File: config.mk
export PLATFORM = sky130hd
export DESIGN_NAME = twos_to_signmag_serial
export DESIGN_NICKNAME = d
export VERILOG_FILES = /design/src/rtl/twos_to_signmag_serial_pkg.sv /design/src/rtl/twos_to_signmag_serial_negate_cell.sv /design/src/rtl/twos_to_signmag_serial.sv
export SDC_FILE = /design/constraint.sdc
export NUM_CORES = 1
export LEC_CHECK = 0
export ABC_AREA = 0
export CAP_MARGIN = 10
export CELL_PAD_IN_SITES_DETAIL_PLACEMENT = 0
export CELL_PAD_IN_SITES_GLOBAL_PLACEMENT = 1
export CORE_MARGIN = 2
export CORE_UTILIZATION = 34
export DETAILED_ROUTE_END_ITERATION = 8
export GPL_ROUTABILITY_DRIVEN = 0
export PLACE_DENSITY = 0.76
export SYNTH_ARGS = -nofsm -noshare
export SYNTH_HDL_FRONTEND = slang
export SYNTH_SLANG_ARGS = --single-unit
File: constraint.sdc
create_clock -name clk -period 1.1 [get_ports clk]
set_input_delay 0.165 -clock clk [delete_from_list [all_inputs] [get_ports clk]]
set_output_delay 0.165 -clock clk [all_outputs]
set_load 0.005 [all_outputs]
File: src/rtl/twos_to_signmag_serial_pkg.sv
// Shared definitions for the bit-serial arithmetic blocks.
// The ST_* state encodings are common to every serial block in this family,
// so that debug tooling can decode any of them the same way.
package twos_to_signmag_serial_pkg;

    typedef enum logic [1:0] {
        ST_IDLE = 2'd0,
        ST_CONV = 2'd1,
        ST_DONE = 2'd2
    } state_t;

    // Default word width for the serial converters.
    localparam int SM_WIDTH_DEFAULT = 8;

endpackage

File: src/rtl/twos_to_signmag_serial_negate_cell.sv
// Per-bit copy/invert cell for serial two's-complement negation.
// Bits are copied up to and including the first 1 seen since clr, and every
// bit after that is inverted.
// When neg is low, bits pass straight through.
module serial_negate_cell (
    input  logic clk,
    input  logic rst,
    input  logic clr,
    input  logic en,
    input  logic neg,
    input  logic b_in,
    output logic r_out
);

    logic seen_one;

    // Remember whether a 1 has already passed through the current word.
    always_ff @(posedge clk) begin
        if (rst || clr) begin
            seen_one <= 1'b0;
        end else if (en) begin
            seen_one <= seen_one | b_in;
        end
    end

    // Invert only after the first 1, and only for negative words.
    always_comb begin
        r_out = b_in;
        if (neg && seen_one) begin
            r_out = ~b_in;
        end
    end

endmodule

File: src/rtl/twos_to_signmag_serial.sv
// Bit-serial two's-complement to sign-magnitude decoder.
// The word is processed LSB first, one bit per clock, with valid/ready
// handshakes on both the input and output sides.
// Optional macro SM_SATURATE_EN: the most negative input reports all-ones
// (-(2^(WIDTH-1)-1)) instead of the raw {1, zeros} pattern. ovf is set either way.
//
// state   | meaning
// --------+---------------------------------------------------------------
// ST_IDLE | waiting for a word; in_ready high
// ST_CONV | shifting WIDTH bits through the negate cell, one per clock
// ST_DONE | result presented on out_data/ovf until out_ready
module twos_to_signmag_serial
    import twos_to_signmag_serial_pkg::*;
#(
    parameter int WIDTH = SM_WIDTH_DEFAULT
) (
    input  logic             clk,
    input  logic             rst,
    input  logic             in_valid,
    output logic             in_ready,
    input  logic [WIDTH-1:0] in_data,
    output logic             out_valid,
    input  logic             out_ready,
    output logic [WIDTH-1:0] out_data,
    output logic             ovf,
    output logic             busy
);

    localparam int CNT_W = $clog2(WIDTH);
    localparam logic [CNT_W-1:0] CNT_LAST = CNT_W'(WIDTH - 1);

    state_t           state;
    state_t           state_nx;
    logic [WIDTH-1:0] shreg;
    logic [WIDTH-1:0] res;
    logic             sign;
    logic [CNT_W-1:0] cnt;
    logic             accept;
    logic             step;
    logic             r_bit;
    logic             res_zero;
    logic             ovf_w;
    logic [WIDTH-1:0] data_raw;
    logic [WIDTH-1:0] data_sel;

    // in_ready is held low while reset is asserted so no word can be taken then.
    assign in_ready = (state == ST_IDLE) && !rst;
    assign accept   = in_valid && in_ready;
    assign step     = (state == ST_CONV);

    // State register.
    always_ff @(posedge clk) begin
        if (rst) begin
            state <= ST_IDLE;
        end else begin
            state <= state_nx;
        end
    end

    // Next-state logic.
    always_comb begin
        state_nx = state;
        case (state)
            ST_IDLE: if (accept)          state_nx = ST_CONV;
            ST_CONV: if (cnt == CNT_LAST) state_nx = ST_DONE;
            ST_DONE: if (out_ready)       state_nx = ST_IDLE;
            default:                      state_nx = ST_IDLE;
        endcase
    end

    // Load a word on accept, then shift one bit per clock while converting.
    // Result bits enter at the MSB, so after WIDTH steps res is in normal bit order.
    always_ff @(posedge clk) begin
        if (rst) begin
            shreg <= '0;
            res   <= '0;
            sign  <= 1'b0;
            cnt   <= '0;
        end else if (accept) begin
            shreg <= in_data;
            res   <= '0;
            sign  <= in_data[WIDTH-1];
            cnt   <= '0;
        end else if (step) begin
            shreg <= {1'b0, shreg[WIDTH-1:1]};
            res   <= {r_bit, res[WIDTH-1:1]};
            cnt   <= cnt + CNT_W'(1);
        end
    end

    serial_negate_cell u_neg (
        .clk   (clk),
        .rst   (rst),
        .clr   (accept),
        .en    (step),
        .neg   (sign),
        .b_in  (shreg[0]),
        .r_out (r_bit)
    );

    // Format the result. A negated non-zero word is never zero, so res_zero
    // only matters for a zero input; it keeps the sign bit clear there. The
    // most negative input negates to itself, which leaves res[WIDTH-1] set.
    always_comb begin
        res_zero = ~|res;
        ovf_w    = sign & res[WIDTH-1];
        data_raw = {sign & ~res_zero, res[WIDTH-2:0]};
`ifdef SM_SATURATE_EN
        data_sel = ovf_w ? '1 : data_raw;
`else
        data_sel = data_raw;
`endif
    end

    // Outputs are held at zero outside DONE.
    always_comb begin
        out_valid = (state == ST_DONE);
        busy      = (state == ST_CONV) || (state == ST_DONE);
        out_data  = out_valid ? data_sel : '0;
        ovf       = out_valid & ovf_w;
    end

endmodule

# Word level (Yosys, flattened, before mapping)
# Index checks and enable logic that the tools add are counted.
# totals
reg_bits	23
in_bits	12
out_inout_bits	12
word_cells	37
# op_classes
add_sub_neg	1
n_eq_ne	6
mux	8
bitwise_logic	5
n_reduce_logical	11
# ops
cell	n
$mux 8	3
$reduce_or 8->1	1
$mux 2	3
$ne 2x1->1 const B	3
$pmux 2 s3	1
$add 3x1->3 const B	1
$and 1x1->1	3
$eq 3x3->1 const B	1
$logic_and 1x1->1	3
$reduce_and 3->1	1
$eq 2x1->1 const B	1
$eq 2x2->1 const B	1
$logic_not 2->1	1
$logic_or 1x1->1	2
$reduce_bool 2->1	1
$reduce_or 2->1	1
$logic_not 1->1	1
$mux 1	1
$not 1->1	1
$or 1x1->1	1

# Depth between registers and ports, before layout
# Gate-level depths: netlist of run 1.
# depth
word_depth	5
depth_mapped	7
mapped_depth_nobuf	5

# Cells and area by module
# From an unflattened synthesis of run 1, not the netlist that was laid out.
# hier_totals
cells_unflattened	112
hier_area_um2	1142.3
# modules_own_cells
mod	n_inst	cells_each	area_per_inst_um2	seq_area_each_um2
twos_to_signmag_serial	1	107	1094.8	440.4
serial_negate_cell	1	5	47.5	20.0

# Worst setup path before layout of run 1
# Ideal clock, no wire load.
# synth_path
path_kind	flip-flop to flip-flop
startpoint	register state[1]
endpoint	register shreg[6]
setup_ns	0.086
t_arrival_ns	1.120
t_required_ns	1.014
path_slack_ns	-0.106
stages_incl_launch_ff	7
n_path_buf	2
period_less_slack_ns	1.206
path_cell_list	dfxtp_1 -> inv_1 -> ha_1 -> buf_6 -> buf_12 -> mux2i_1 -> a211oi_1
# synth_via
elab_chain_len	4
word_cells_on_any_way	6
cone_classes	eq/ne (1); mux (1); reduce/logical (4)
# synth_rtl
element	line_no	rtl
from (decl)	twos_to_signmag_serial.sv:32	state_t state;
from (signal assigned)	twos_to_signmag_serial.sv:56	state <= state_nx;
$logic_not 2->1	twos_to_signmag_serial.sv:47	assign in_ready = (state == ST_IDLE) && !rst;
$logic_and 1x1->1	twos_to_signmag_serial.sv:47	
$logic_and 1x1->1	twos_to_signmag_serial.sv:48	assign accept = in_valid && in_ready;
$mux 8 / $reduce_bool 2->1 (equally long branches)	-	
to (signal assigned)	twos_to_signmag_serial.sv:80	shreg <= in_data;
to (signal assigned)	twos_to_signmag_serial.sv:85	shreg <= {1'b0, shreg[WIDTH-1:1]};
to (decl)	twos_to_signmag_serial.sv:34	logic [WIDTH-1:0] shreg;
# Parallel ways exist; a longest one is shown, timed or not.
# A chain may end at the register's enable or synchronous reset.

# Worst setup path in the final report of run 1
# layout_path
startpoint	register state[1]
endpoint	output port out_data[7]
# layout_via
elab_chain_len	2
# layout_rtl
element	line_no	rtl
$eq 2x2->1	twos_to_signmag_serial.sv:117	out_valid = (state == ST_DONE);
$mux 8	twos_to_signmag_serial.sv:119	out_data = out_valid ? data_sel : '0;
to (decl)	twos_to_signmag_serial.sv:24	output logic [WIDTH-1:0] out_data,
# Every way passes these cells.

==> summary.md, run 1 <==
| Metric | Value |
|---|---|
| Global-route wire length before repair | `4680 um` |
| Critical Path Source Type | `register` |
| FF-to-FF setup slack | `-0.23 ns` |
| Fmax | `0.699 GHz` |
| Share of layout cells above drive strength 1 | `0.591` |
| R2R cell count | `7` |
| CTS sink cnt | `23` |
| Clock latency on the worst-skew pair | `roughly 0.31 ns` |
| Area added between synthesis and finish | `75.9%` |
| Crit-path max FO | `5` |
| RR Endpoint | `cnt[1]` |
| Die X | `a little over 60 um` |
| Initial core utilization | `0.359` |
| CP required | `0.94 ns` |
| Pins Over Slew Limit | `0` |
| Core ar. | `just over 0.003 mm^2` |
| Die Ht | `61.0 um` |
| Final setup viols | `35` |
| Yosys warns | `0` |
| H-tree depth | `1` |
| Fin util | `0.631` |
| RSZ-0062 raised after global routing | `yes` |
| Buffers on Ports | `23` |
| Minimum clock period | `between 1 and 1.5 ns` |
| Routed wire per std cell | `14.1 um` |
| Ratio of final minimum period to clock period | `1.30` |
| Pwr Density | `1220 mW/mm^2` |
| Hold Vio Cnt, Final | `0` |
| CP Capture Type | `primary output` |
| Antenna Nets Post-Route | `0` |
| TritonRoute pass-1 iters | `4` |
| Vias/cell | `between 4 and 5` |
| Clk_skew | `approximately 0.0043 ns` |
| DR vias | `just under 1000` |
| HPWL after DPL | `about 1700 um` |
| Num CTS Buffers | `3` |
| Slew headroom | `0.688` |
| Data arrival, critical path | `1.27 ns` |
| Initial antenna violation count | `0` |
| Final wirelength | `about 2900 um` |
| Library cells used by synthesis | `27` |
| Fin worst setup slack | `-0.330 ns` |
| CTS max path bufs | `2` |
| Post-Syn Area per Cell | `9.78 um^2` |
| Measured slew at the worst slew-check pin | `about 0.47 ns` |
| Vias in the first global route | `around 1000` |
| CP Launch Point | `state[1]` |
| Grt ovf | `0` |
| Nets@finish | `approximately 180` |
| CTS tree | `built` |
| Gate Count Post-Synth | `between 100 and 150` |
| Max-cap violations | `0` |
| Die Area | `~0.0037 mm^2` |
| Outcome | `finished with violations` |
| Clk slew on worst S/H paths | `roughly 0.13 ns` |
| Synth Cell Area | `between 0.001 and 0.0015 mm^2` |
| Largest net degree at the start of global routing | `14` |
| LEAKAGE | `between 0.7 and 0.8 nW` |
| Total Routing Usage GR | `0.173` |
| Initial DRC Count | `27` |
| Crit path capture | `out_data[7]` |
| Hold WC Path Type | `input pin to register` |
| Filler Cell Count | `262` |
| DRC viols | `0` |
| Total power | `approximately 2.4 mW` |
| # IOs | `24` |
| Critical R2R Launch | `state[0]` |
| Post-synth net total | `130` |
| Hold bufs inserted after CTS | `0` |
| Ant diodes | `0` |
| CTS root buf | `clkbuf_4` |
| Failing checks | `setup timing` |
| Sequential share of the synthesized area | `0.417` |
| Row count | `20` |
| Peak supply drop | `around 0.67 mV` |
| Crit path kind | `register to primary output` |
| Seq cells post-synth | `23` |
-- metal layers --
| layer | GRT usage | share of wire | vias to the layer above |
|---|---|---|---|
| met4 | 0.0901 | 0.019 | 0 |
| li1 | - | - | 498 |
| met1 | 0.210 | 0.45 | 469 |
| met5 | 0 | 0 | - |
| met2 | 0.293 | 0.50 | 22 |
| met3 | 0.0256 | 0.031 | 5 |
-- area by class of cell --
| cell class | count | area (um^2) | share of cell area |
|---|---|---|---|
| clock buffers | 3 | 22.5 | 0.0116 |
| clock inverters | 1 | 5.00 | 0.00258 |
| inverters | 5 | 21.3 | 0.0109 |
| multi-input cells | 81 | 863 | 0.444 |
| flip-flops and latches | 23 | 467 | 0.240 |
| well taps | 44 | 55.1 | 0.0283 |
| repair buffers | 51 | 509 | 0.262 |
-- repair_timing --
action,4_1_cts,5_1_grt
resized for setup,99,31
buffers inserted,6,1
endpoints found under the setup margin,35,35
pin swaps,19,5
cloned,2,0
-- worst min-delay path by stage --
stage | cells after the start | to | from | slack [ns]
5_1_grt | 3 | shreg[3] | in_data[3] | 0.45
2_1_floorplan | 2 | shreg[7] | in_data[7] | 0.33
4_1_cts | 3 | shreg[2] | in_data[2] | 0.43
3_3_place_gp | 2 | u_neg.seen_one | u_neg.seen_one | 0.45
6_report | 3 | shreg[3] | in_data[3] | 0.44
3_5_place_dp | 2 | shreg[7] | shreg[7] | 0.47
-- report_power, final --
| group | total, mW | internal [mW] | switching (mW) |
|---|---|---|---|
| Combinational | 1.02 | 0.573 | 0.451 |
| Sequential | 0.955 | 0.902 | 0.0523 |
| Clock | 0.391 | 0.136 | 0.255 |
-- state kept, by name, indices dropped and copies added, names as in the netlist --
| register | flops |
|---|---|
| res | 8 |
| shreg | 8 |
| cnt | 3 |
| state | 2 |
| sign | 1 |
| u_neg.seen_one | 1 |
-- Yosys cell counts (all sizes together) --
library cell / count / area [um^2]
o22ai: 1 / 6.26
o21ai: 1 / 5.00
o211ai: 1 / 7.51
a311oi: 1 / 8.76
ha: 5 / 62.6
dfxtp: 23 / 460
nand3: 1 / 5.00
buf: 6 / 60.1
nand2: 2 / 7.51
nor2: 21 / 78.8
a31oi: 1 / 6.26
inv: 5 / 18.8
and3: 1 / 6.26
nor4: 2 / 12.5
nand2b: 4 / 25.0
a21o: 1 / 7.51
mux2i: 17 / 170
a21oi: 2 / 10.0
xnor2: 1 / 8.76
and2: 7 / 43.8
nand3b: 1 / 20.0
a211oi: 8 / 65.1
xor2: 1 / 8.76
-- kinds of logic (layout without fill, tap and decap cells) --
kind of cell,count (synthesis),count (layout),synth area share
AO/OA/AOI/OAI,16,16,0.105
XOR/XNOR,2,2,0.0159
adder cells (fa/ha/maj),5,5,0.0566
buffers and inverters,11,60,0.0714
flip-flops,23,23,0.417
multiplexers,17,17,0.154
AND/OR/NAND/NOR,39,41,0.180
-- metrics by stage --
step | instances | area, um^2 | worst slack [ns] | hold WS, ns | setup TNS (ns)
after CTS | 207 | 1790 | -0.333 | 0.430 | -8.11
after floorplan | 113 | 1140 | -0.0389 | 0.331 | -0.266
after global placement | 196 | 1540 | -0.358 | 0.448 | -8.14
after detailed placement | 196 | 1540 | -0.386 | 0.466 | -8.86
final | 208 | 1940 | -0.330 | 0.441 | -8.52
after global routing | 208 | 1940 | -0.406 | 0.446 | -10.45
-- critical path: stages, from the launching register on --
cell	delay, ns
dfxtp_4	0.41
ha_4	0.16
buf_6	0.12
nand2_2	0.05
a21oi_2	0.09
buf_2	0.12
-- layout by cell type, fill, tap and decap left out, types with 2 or more instances in the layout --
cell	n
buf_12	2
nor4_1	2
a211oi_1	4
inv_2	2
inv_1	2
mux2i_4	4
nor2_1	12
mux2i_1	10
clkdlybuf4s50_1	11
nand2b_1	2
dfxtp_1	20
a211oi_2	4
ha_4	3
nand2b_4	2
nor2_4	6
buf_6	17
buf_8	2
clkbuf_4	3
a21oi_2	2
nor2_2	3
dfxtp_2	2
ha_2	2
buf_2	2
buf_4	17
and2_4	7
mux2i_2	3
nand3b_4	3
Note: power is estimated with default switching activity, not from simulation.
==> run 2: changes to the inputs <==
- ABC_AREA: 0 -> unset
==> results of run 2 <==
Same layout as run 1: the final DEF is identical, and so are final timing and power.
==> run 3: changes to the inputs <==
- SKIP_LAST_GASP: unset -> 1
==> run 3 against run 2 <==
Power shrank 0.43%. Die area is the same. Worst setup slack is essentially flat. Register-to-register slack is essentially flat. The flow still finishes with violations (setup timing). Hold slack lost 0.00067 ns. Maximum frequency is essentially flat. Flip-flop and latch count is the same. Wire length shrank 0.92%. Cell count is the same. Highest routed layer unchanged. Critical path depth is the same. Sequential share of layout area grew 0.11 points.
==> summary.md, run 3 (synthesis gave the netlist of run 1 again) <==
| Metric | Value |
|---|---|
| Num CTS Buffers | `3 (unchanged)` |
| Area added between synthesis and finish | `75.1% (was 75.9%)` |
| Commonest cells after routing, fill and taps aside | `20 x dfxtp_1, 17 x buf_6, 17 x buf_4, 13 x nor2_1, 11 x clkdlybuf4s50_1 (was 20 x dfxtp_1, 17 x buf_6, 17 x buf_4, 12 x nor2_1, 11 x clkdlybuf4s50_1)` |
| Cell Count, Final, Fillers Out | `208 (unchanged)` |
| Routed wire per std cell | `13.9 um (was 14.1 um)` |
| Crit-path max FO | `5 (unchanged)` |
| Measured slew at the worst slew-check pin | `0.432 ns (was 0.467 ns)` |
| Die Area | `0.00372 mm^2 (unchanged)` |
| HPWL after DPL | `1720 um (unchanged)` |
| Outcome | `finished with violations (unchanged)` |
| Clk slew on worst S/H paths | `0.13 ns (about the same)` |
| Max-cap violations | `0 (unchanged)` |
| Share of layout cells above drive strength 1 | `0.579 (was 0.591)` |
| Delay-heaviest family, CP | `flip-flops (unchanged)` |
| Fin worst setup slack | `-0.330 ns (about the same)` |
| Buf/Inv on CP | `3 (was 2)` |
| DR vias | `993 (was 994)` |
| CTS max path bufs | `2 (unchanged)` |
| TritonRoute pass-1 iters | `4 (unchanged)` |
| Fmax | `0.699 GHz (about the same)` |
| Initial antenna violation count | `0 (unchanged)` |
| Hold WC Path Type | `input pin to register (unchanged)` |
| Row count | `20 (unchanged)` |
| RSZ-0062 raised after global routing | `yes (unchanged)` |
| Failing checks | `setup timing (unchanged)` |
| Total power | `2.36 mW (was 2.37 mW)` |
| Initial core utilization | `0.359 (unchanged)` |
| LEAKAGE | `0.747 nW (was 0.748 nW)` |
| Critical Path Source Type | `register (unchanged)` |
| Total Routing Usage GR | `0.173 (unchanged)` |
| Die Ht | `61.0 um (unchanged)` |
| CTS tree | `built (unchanged)` |
| Final setup viols | `35 (unchanged)` |
| Nets@finish | `182 (unchanged)` |
| Grt ovf | `0 (unchanged)` |
| Pwr Density | `1220 mW/mm^2 (about the same)` |
| Largest net degree at the start of global routing | `14 (unchanged)` |
| DRC viols | `0 (unchanged)` |
| Final wirelength | `2900 um (was 2930 um)` |
| CP Capture Type | `primary output (unchanged)` |
| # IOs | `24 (unchanged)` |
| Pins Over Slew Limit | `0 (unchanged)` |
| Die X | `61.0 um (unchanged)` |
| Commonest non-fill, non-tap cell in the layout | `dfxtp_1 (unchanged)` |
| Antenna Nets Post-Route | `0 (unchanged)` |
| Data arrival, critical path | `1.27 ns (about the same)` |
| Slowest Stage Delay on Critical Path | `0.36 ns (was 0.41 ns)` |
| Ant diodes | `0 (unchanged)` |
| TNS Setup | `-8.54 ns (was -8.52 ns)` |
| Ratio of final minimum period to clock period | `1.30 (about the same)` |
| WHS | `0.440 ns (was 0.441 ns)` |
| Crit path kind | `register to primary output (unchanged)` |
| Crit path max-delay cell type | `dfxtp_2 (was dfxtp_4)` |
| H-tree depth | `1 (unchanged)` |
| Clk_skew | `0.00400 ns (was 0.00431 ns)` |
| # placed instances | `196 (unchanged)` |
| Hold bufs inserted after CTS | `0 (unchanged)` |
| Buffers on Ports | `23 (unchanged)` |
| Vias in the first global route | `1047 (unchanged)` |
| Slew headroom | `0.711 (was 0.688)` |
| CTS root buf | `clkbuf_4 (unchanged)` |
| CTS sink cnt | `23 (unchanged)` |
| CP cell instances | `inv_2 > ha_4 > buf_6 > and2_4 > buf_6 (was ha_4 > buf_6 > nand2_2 > a21oi_2 > buf_2)` |
| Initial DRC Count | `27 (unchanged)` |
| Vias/cell | `4.77 (was 4.78)` |
| CP required | `0.94 ns (about the same)` |
| Hold Vio Cnt, Final | `0 (unchanged)` |
| Fin util | `0.628 (was 0.631)` |
| Largest regs | `res: 8 flops, shreg: 8 flops, cnt: 3 flops (unchanged)` |
| Most used cell, CP | `buf_6` |
| Clock latency on the worst-skew pair | `0.31 ns (about the same)` |
| Minimum clock period | `1.43 ns (about the same)` |
| Peak supply drop | `0.669 mV (about the same)` |
| Core ar. | `0.00308 mm^2 (unchanged)` |
| Global-route wire length before repair | `4680 um (unchanged)` |
run 3: changes by cell type in the layout (fill, tap and decap cells not counted):
cell | previous run | this run
nor2_1 | 12 | 13
a31oi_2 | 1 | 0
a31oi_1 | 0 | 1
nor2_2 | 3 | 2
run 3: final timing paths:
path / from / end / slack (ns) / cells past startpoint
worst max-delay path: state[0] / out_data[6] / -0.33 / 5
worst min register to register: shreg[7] / shreg[7] / 0.48 / 2
worst min-delay path: in_data[3] / shreg[3] / 0.44 / 3
worst max register to register: state[0] / cnt[1] / -0.24 / 7
run 3: cell type report:
type	instances	area, um^2
clock buffer	3	22.5
sequential	23	467
multi-input combinational	81	855
inverter	5	21.3
clock inverter	1	5.00
timing repair buffer	51	509
fill	263	1140
tap	44	55.1
run 3: repair_timing:
action                     4_1_cts  5_1_grt
pin swaps                       19        5
buffers inserted                 6        1
gates resized for setup         99       29
setup endpoints to repair       35       35
gates cloned                     2        0
run 3: report_power, final:
group / internal, mW / switching [mW] / leakage, nW / total, mW
sequential: 0.902 / 0.0524 / 0.189 / 0.955
clock: 0.136 / 0.256 / 0.0177 / 0.392
combinational: 0.568 / 0.444 / 0.540 / 1.01
run 3: worst register-to-register path, stage by stage, from the launching register on:
cell	delay (ns)
dfxtp_2	0.36
inv_2	0.05
buf_4	0.13
ha_4	0.16
buf_6	0.13
a21o_4	0.22
buf_8	0.15
nor2_4	0.09
run 3: through the flow:
step / instance area [um^2] / worst slack [ns]
2_1_floorplan: 1140 / -0.0389
3_3_place_gp: 1540 / -0.358
3_5_place_dp: 1540 / -0.386
4_1_cts: 1790 / -0.333
5_1_grt: 1930 / -0.406
6_report: 1930 / -0.330
run 3: routing by layer:
metal,global-route usage,up-vias,wire length [um]
met3,0.0256,5,92
li1,-,500,-
met5,0,-,0
met4,0.0901,0,55
met2,0.293,22,1430
met1,0.210,466,1320
